$ cat src/rtl/imu_spi_seq.sv
// rtl/imu_spi_seq.sv - inertial sensor SPI transaction sequencer
//
// Sole requester of the SPI monarch attached to the inertial sensor. Waits out
// a power-up interval, writes three configuration registers, then services the
// sensor data-ready line by reading the yaw-rate low/high bytes and presenting
// a registered 16-bit yaw rate with a one-cycle valid pulse.
//
// Ports:
//   clk        system clock (only clock)
//   rst        synchronous active-high reset
//   INT        sensor data-ready, asynchronous (synchronised here)
//   done       SPI monarch transaction complete (level, cleared by wrt)
//   rd_data    SPI monarch read data, [7:0] meaningful
//   wrt        one-cycle pulse starting an SPI transaction
//   cmd        command word, valid while wrt is high and held until next issue
//   yaw_rt     signed yaw rate {high byte, low byte}
//   vld        one-cycle pulse when yaw_rt updates
//   init_done  configuration complete, sticky until reset
module imu_spi_seq #(
    parameter int STARTUP_BITS = 16
) (
    input  logic        clk,
    input  logic        rst,
    input  logic        INT,
    input  logic        done,
    input  logic [15:0] rd_data,
    output logic        wrt,
    output logic [15:0] cmd,
    output logic [15:0] yaw_rt,
    output logic        vld,
    output logic        init_done
);

    localparam logic [15:0] CFG0  = 16'h0D02;
    localparam logic [15:0] CFG1  = 16'h1160;
    localparam logic [15:0] CFG2  = 16'h1440;
    localparam logic [15:0] RD_YL = 16'hA600;
    localparam logic [15:0] RD_YH = 16'hA700;

    typedef enum logic [2:0] {
        PWRUP  = 3'd0,
        W_CFG0 = 3'd1,
        W_CFG1 = 3'd2,
        W_CFG2 = 3'd3,
        IDLE   = 3'd4,
        W_YL   = 3'd5,
        W_YH   = 3'd6
    } state_t;

    state_t                  state;
    state_t                  next_state;
    logic [STARTUP_BITS-1:0] timer;
    logic                    INT_ff1;
    logic                    INT_ff2;
    logic                    armed;
    logic [7:0]              yl;

    logic                    timer_sat;
    logic                    in_wait;
    logic                    advance;
    logic                    wrt_nxt;
    logic [15:0]             cmd_nxt;
    logic                    load_yl;
    logic                    load_yaw;
    logic                    set_init;
    logic                    unused_rd_hi;

    assign unused_rd_hi = ^rd_data[15:8];

    assign timer_sat = &timer;
    assign in_wait   = (state == W_CFG0) || (state == W_CFG1) || (state == W_CFG2) ||
                       (state == W_YL)   || (state == W_YH);
    // armed is cleared on every issue and only set once done has been seen low
    // inside the wait state, so a done left high from the previous transaction
    // can never complete the new one.
    assign advance   = in_wait && done && armed;

    // State register
    always_ff @(posedge clk) begin
        if (rst) begin
            state <= PWRUP;
        end else begin
            state <= next_state;
        end
    end

    // Next-state logic
    always_comb begin
        next_state = PWRUP;
        case (state)
            PWRUP:   next_state = timer_sat ? W_CFG0 : PWRUP;
            W_CFG0:  next_state = advance ? W_CFG1 : W_CFG0;
            W_CFG1:  next_state = advance ? W_CFG2 : W_CFG1;
            W_CFG2:  next_state = advance ? IDLE : W_CFG2;
            IDLE:    next_state = INT_ff2 ? W_YL : IDLE;
            W_YL:    next_state = advance ? W_YH : W_YL;
            W_YH:    next_state = advance ? IDLE : W_YH;
            default: next_state = PWRUP;
        endcase
    end

    // Output decode: issue on entry into a wait state, plus datapath strobes
    always_comb begin
        wrt_nxt  = 1'b0;
        cmd_nxt  = cmd;
        if (next_state != state) begin
            case (next_state)
                W_CFG0:  begin wrt_nxt = 1'b1; cmd_nxt = CFG0;  end
                W_CFG1:  begin wrt_nxt = 1'b1; cmd_nxt = CFG1;  end
                W_CFG2:  begin wrt_nxt = 1'b1; cmd_nxt = CFG2;  end
                W_YL:    begin wrt_nxt = 1'b1; cmd_nxt = RD_YL; end
                W_YH:    begin wrt_nxt = 1'b1; cmd_nxt = RD_YH; end
                default: ;
            endcase
        end
        load_yl  = (state == W_YL)   && advance;
        load_yaw = (state == W_YH)   && advance;
        set_init = (state == W_CFG2) && advance;
    end

    // Registered outputs, timer, synchroniser and datapath
    always_ff @(posedge clk) begin
        if (rst) begin
            INT_ff1   <= 1'b0;
            INT_ff2   <= 1'b0;
            timer     <= '0;
            armed     <= 1'b0;
            wrt       <= 1'b0;
            cmd       <= 16'h0000;
            yl        <= 8'h00;
            yaw_rt    <= 16'h0000;
            vld       <= 1'b0;
            init_done <= 1'b0;
        end else begin
            INT_ff1 <= INT;
            INT_ff2 <= INT_ff1;
            if (state == PWRUP) begin
                timer <= timer + {{(STARTUP_BITS-1){1'b0}}, 1'b1};
            end
            if (wrt_nxt) begin
                armed <= 1'b0;
            end else if (in_wait && !done) begin
                armed <= 1'b1;
            end
            wrt <= wrt_nxt;
            cmd <= cmd_nxt;
            if (load_yl) begin
                yl <= rd_data[7:0];
            end
            if (load_yaw) begin
                yaw_rt <= {rd_data[7:0], yl};
            end
            vld       <= load_yaw;
            init_done <= init_done | set_init;
        end
    end

endmodule

$ cat config.mk
export PLATFORM = sky130hd
export DESIGN_NAME = imu_spi_seq
export DESIGN_NICKNAME = d
export VERILOG_FILES = /design/src/rtl/imu_spi_seq.sv
export SDC_FILE = /design/constraint.sdc
export NUM_CORES = 1
export LEC_CHECK = 0
export ABC_AREA = 1
export BUFFER_PORTS_ARGS = -buffer_cell sky130_fd_sc_hd__buf_4
export CAP_MARGIN = 15
export CORE_ASPECT_RATIO = 0.5
export CORE_MARGIN = 3
export CORE_UTILIZATION = 59
export CTS_BUF_LIST = sky130_fd_sc_hd__clkbuf_8
export CTS_CLUSTER_SIZE = 16
export DETAILED_ROUTE_END_ITERATION = 16
export PLACE_DENSITY = 0.83
export REMOVE_ABC_BUFFERS = 1
export SYNTH_ARGS = -nofsm -noshare
export SYNTH_HDL_FRONTEND = slang
export SYNTH_SLANG_ARGS = --single-unit
$ cat constraint.sdc
create_clock -name clk -period 4 [get_ports clk]
set_input_delay 0.2 -clock clk [delete_from_list [all_inputs] [get_ports clk]]
set_output_delay 0.2 -clock clk [all_outputs]
set_load 0.01 [all_outputs]
# ---- Yosys cells after proc, flatten, opt, wreduce, memory -nomap -nowiden
# Index checks and enable logic that the tools add are counted.
dict set report classes {
  add_sub_neg 1
  eq_ne 12
  n_mux 11
  n_bitwise 1
  reduce_logical 17
}
# op count
set ops {}
lappend ops {{16-bit one-hot mux with 5 select lines} 1}
lappend ops {{3-bit one-hot mux with 7 select lines} 1}
lappend ops {{16-bit by 1-bit adder with 16-bit output, second input constant} 1}
lappend ops {{16-bit AND reduction} 1}
lappend ops {{3-bit == test, second input constant} 5}
lappend ops {{3-bit by 2-bit == test with 1-bit output, second input constant} 4}
lappend ops {{3-bit by 1-bit == test with 1-bit output, second input constant} 2}
lappend ops {{1-bit logical AND} 6}
lappend ops {{2-bit 2-to-1 mux} 3}
lappend ops {{1-bit 2-to-1 mux} 5}
lappend ops {{5-bit nonzero test} 1}
lappend ops {{5-bit OR reduction} 1}
lappend ops {{1-bit logical OR} 4}
lappend ops {{3-bit zero test} 1}
lappend ops {{3-bit 2-to-1 mux} 1}
lappend ops {{3-bit inequality test} 1}
lappend ops {{2-bit AND reduction} 1}
lappend ops {{2-bit OR reduction} 1}
lappend ops {{1-bit zero test} 1}
lappend ops {{1-bit bitwise OR} 1}
dict set report word_totals {
  regBits 65
  inputBits 20
  elab_cells 53
}

# ---- Longest topological paths before layout
dict set report depth {
  ltp_word 14
  mapped_depth 12
  depth_no_buf 12
}

# ---- Worst setup path before layout
# Ideal clock, no wire load.
dict set report synth_path {
  kind {register to register}
  start {register timer[1]}
  end {register cmd[12]}
  setup_ns 0.112
  arrival_time_ns 1.365
  required_time_ns 3.888
  setup_slack_ns 2.524
  path_stages_with_launch 11
  synth_period_minus_slack_ns 1.476
  path_cell_list {dfxtp_1 > ha_1 > nand3_1 > nor2_4 > nand3_2 > nand3_1 > nand3_2 > nand2_4 > nor2_4 > nand2_2 > nand2_2}
}
dict set report synth_between {
  elab_chain_cells 6
  elab_cells_between_ends 12
}
# element line_no
set synth_rtl {}
lappend synth_rtl {{start, declared} 52} ;# logic [STARTUP_BITS-1:0] timer;
lappend synth_rtl {{start signal, assigned} 138} ;# timer <= timer + {{(STARTUP_BITS-1){1'b0}}, 1'b1};
lappend synth_rtl {{16-bit AND reduction (*)} 70} ;# assign timer_sat = &timer;
lappend synth_rtl {{1-bit 2-to-1 mux (*)} 91} ;# PWRUP: next_state = timer_sat ? W_CFG0 : PWRUP;
lappend synth_rtl {{3-bit one-hot mux with 7 select lines (*)} 90} ;# case (state)
lappend synth_rtl {{3-bit == test, or another cell as far along} 107} ;# case (next_state)
lappend synth_rtl {{5-bit nonzero test (no line)} n/a}
lappend synth_rtl {{2-bit AND reduction (no line)} n/a}
lappend synth_rtl {{end signal, assigned} 146} ;# cmd <= cmd_nxt;
lappend synth_rtl {{end, declared} 28} ;# output logic [15:0] cmd,
# Mark *: on every way between the ends. The rest lies on a longest branch, timed or not. The select of a mux whose other input is x is not followed.
# A chain may end at the register's enable or synchronous reset.

# ---- Final worst setup path
dict set report layout_path {
  start {register state[1]}
  end {register yaw_rt[11]}
}
dict set report layout_between {
  elab_chain_cells 8
  elab_cells_between_ends 12
}
# element line_no
set layout_rtl {}
lappend layout_rtl {{start, declared} 50} ;# state_t state;
lappend layout_rtl {{start signal, assigned} 83} ;# state <= next_state;
lappend layout_rtl {{3-bit by 1-bit == test with 1-bit output or 3-bit by 2-bit == test with 1-bit output (tied branches)} 71} ;# assign in_wait = (state == W_CFG0) || (state == W_CFG1) || (state == W_CFG2) ||
lappend layout_rtl {{1-bit logical OR (3 in series)} 71}
lappend layout_rtl {{1-bit logical OR} 72} ;# (state == W_YL) || (state == W_YH);
lappend layout_rtl {{1-bit logical AND (2 in series)} 76} ;# assign advance = in_wait && done && armed;
lappend layout_rtl {{1-bit logical AND (*)} 117} ;# load_yaw = (state == W_YH) && advance;
lappend layout_rtl {{end signal, assigned} 151} ;# yaw_rt <= {rd_data[7:0], yl};
lappend layout_rtl {{end, declared} 29} ;# output logic [15:0] yaw_rt,
# Mark *: on every way between the ends. The rest lies on a longest branch, timed or not.

==> flow_summary.yaml <==
worst_setup_path:
  critPathKind: "register to register"
  crit_family: "simple AND/OR/NAND/NOR gates"
  r2r-end: "yaw_rt[11]"
  reg2regPathDepth: 5
  cp_num_cells: 5
  cp_cell_sequence: "inv_2 > nor2_2 > nand3_1 > o21ai_0 > a21oi_1"
  arrival_ns: 2.27
  crit_path_end: "yaw_rt[11]"
  path_buf_inv: 1
  slowest_stage: "nand3_1"
  cp.required_ns: 4.16
  worstSetupStartpointType: "register"
  startpoint: "state[1]"
  r2r_setup_slack_ns: 1.89
  cp_slowest_stage_delay_ns: 0.72
  r2r_start: "state[1]"
  endpoint_kind: "register"
  cp_max_fo: 33
clock_tree:
  ctsResizeCount: 0
  cts.sinks: 55
  clk_latency_ns: 0.30
  ctsRootBufferMaster: "clkbuf_8"
  path_clk_slew_ns: 0.09
  cts_tree: "done"
  cts_max_path_buffers: 2
  htreeDepth: 2
  postCtsHoldBufs: 0
  cts_setup_buffers: 0
  numCtsBuffers: 5
placement:
  dp_slack_ns: 1.91
  gp_congestion: 0.897
  dpl-instance-area_sq_um: 2630
  hpwl_mm: 3.27
  io_buffers: 40
synth:
  synth.distinct_cells: 24
  synthMuxAreaShare_pct: 0
  synth-xor-area-share_pct: 0.372
  synth-adder-area-share_pct: 0.532
  ys_ff_latch: 55
  synth.yosys.seq_area_share_pct: 46.8
  yosysWarningCount: 0
  yosys.area_share.simple_pct: 24.8
  synthCells: 316
  synth_compound_area_share_pct: 15.5
  synth_area_per_cell_sq_um: 7.44
  syn_area_sq_um: 2350
  synth_top_family_by_area: "simple AND/OR/NAND/NOR gates"
power:
  leakage_nw: 1.19
  switching_power_w: 0.000191
  p_comb_share_pct: 3.7
  p_sw_share_pct: 21.0
  clockPowerShare_pct: 35.6
  seqPwrFrac_pct: 60.8
  vdd_drop_max_mv: 0.237
  intPower_w: 0.000719
  p_per_area_nw_per_um2: 333
floorplan:
  start_util_pct: 64.9
  die-area_sq_um: 4830
  rows: 15
  die_width_um: 95.3
  die_h_um: 50.7
  design.core.area_sq_um: 3620
  io_pins: 55
timing:
  fin_crit_sh_pct: 52.8
  maxSlewViolCount: 0
  fin_worst_skew_ns: 0.00506
  worst_pin_slew_ns: 1.13
  setup-violations-final: 0
  hold_viol: 0
  maxSlewHeadroom_pct: 24.8
  setup_slack_ns: 1.89
  final.setup.tns_ns: 0
  rsz0062_at_grt: "false"
  fmax_mhz: 473
  period_needed_ns: 2.11
layout:
  final_nets: 371
  design_area_sq_um: 2730
  drive_gt1_share_pct: 19.4
  seqCellArea_sq_um: 1100
  area_delta_synth_final_pct: 16.1
  insertedDiodeCount: 0
  multi_input_area_sq_um: 992
  fillers: 294
  final_common_cell: "dfxtp_1"
  final_cell_mix: "55 x dfxtp_1, 45 x inv_1, 40 x buf_4, 38 x nand2_1, 37 x nor2_1"
route:
  drt_iter0_markers: 85
  dr.pass1.iters: 4
  wire_per_inst_um: 11.7
  vias_per_cell: 5.25
  drc_errors: 0
  ant_nets: 0
  drt_wl_total_mm: 4.70
  vias: 2112
global_route:
  antenna_found_initial: 0
  grt_max_degree: 45
  track_usage_pct: 21.6
  grt_pass1_vias: 1979
  grt_pass1_wl_mm: 8.22
  grt-ovfl-total: 0
worst_hold_path:
  hp-class: "input pin to register"
  hold_start: "INT"
job:
  maxCapViolations: 0
run_status:
  outcome: "complete, no violations"
==> power groups by stage <==
stage | clock, W | combinational (W) | sequential [W]
2_1_floorplan | 0 | 0.0000166 | 0.000565
3_3_place_gp | 0 | 0.0000316 | 0.000565
3_5_place_dp | 0 | 0.0000327 | 0.000566
4_1_cts | 0.000328 | 0.0000329 | 0.000553
5_1_grt | 0.000350 | 0.0000385 | 0.000553
6_report | 0.000324 | 0.0000335 | 0.000553
==> stage by stage <==
stage,std cells,total power [W],util [%],hold WS (ns)
4_1_cts,402,0.000914,75.4,0.113
5_1_grt,402,0.000942,75.4,0.117
3_5_place_dp,394,0.000598,72.6,0.411
3_3_place_gp,394,0.000597,72.6,0.393
2_1_floorplan,303,0.000582,-,0.262
6_report,402,0.000910,75.4,0.111
==> worst min path at each step <==
stage | cells past startpoint | endpoint | slack (ns)
5_1_grt | 3 | INT_ff1 | 0.12
4_1_cts | 3 | INT_ff1 | 0.11
6_report | 3 | INT_ff1 | 0.11
3_3_place_gp | 2 | INT_ff2 | 0.39
3_5_place_dp | 2 | INT_ff2 | 0.41
2_1_floorplan | 1 | cmd[5] | 0.26
==> area by class of cell <==
cell class	count	share of cell area [%]
Tap cell	51	2.34
Inverter	46	6.32
Timing Repair Buffer	40	11.0
Clock inverter	1	0.137
Multi-Input combinational cell	202	36.3
Clock buffer	7	3.53
Sequential cell	55	40.3
==> synth_stat cells, drive strengths merged <==
cell type	n	area [sq um]
clkbuf	8	30.0
nor2	43	191
nand3	18	105
inv	45	169
ha	1	12.5
a31oi	2	12.5
nor3	9	45.0
buf	10	75.1
xor2	1	8.76
dfxtp	55	1100
nand4	6	37.5
clkinv	1	3.75
o21ai	35	175
a21oi	34	178
nand2	47	204
conb	1	3.75
==> layer usage <==
metal | global-route usage [%] | part of all wire (%) | vias up
met5 | 0 | 0 | -
met4 | 7.18 | 1.2 | 0
met3 | 5.54 | 6.1 | 6
li1 | - | - | 1070
met1 | 25.5 | 44 | 981
met2 | 38.1 | 48 | 55
==> logic make-up after synthesis <==
logic type	Yosys count
and+or+nand+nor	123
AOI/OAI and AO/OA	71
buffers and inverters	64
DFF	55
xor gates and xnor gates	1
adders and majority gates	1
other	1
==> sequential cells by signal, indices dropped and copies added, names as in the netlist <==
name and flops:
timer 16, yaw_rt 16, yl 8, cmd 6, state 3, INT_ff1 1, INT_ff2 1, armed 1
init_done 1, vld 1, wrt 1
==> tightest hold or removal path: stages <==
cell	delay, ns
buf_4	0.08
inv_1	0.03
nor2_1	0.07
Note: power is estimated with default switching activity, not from simulation.
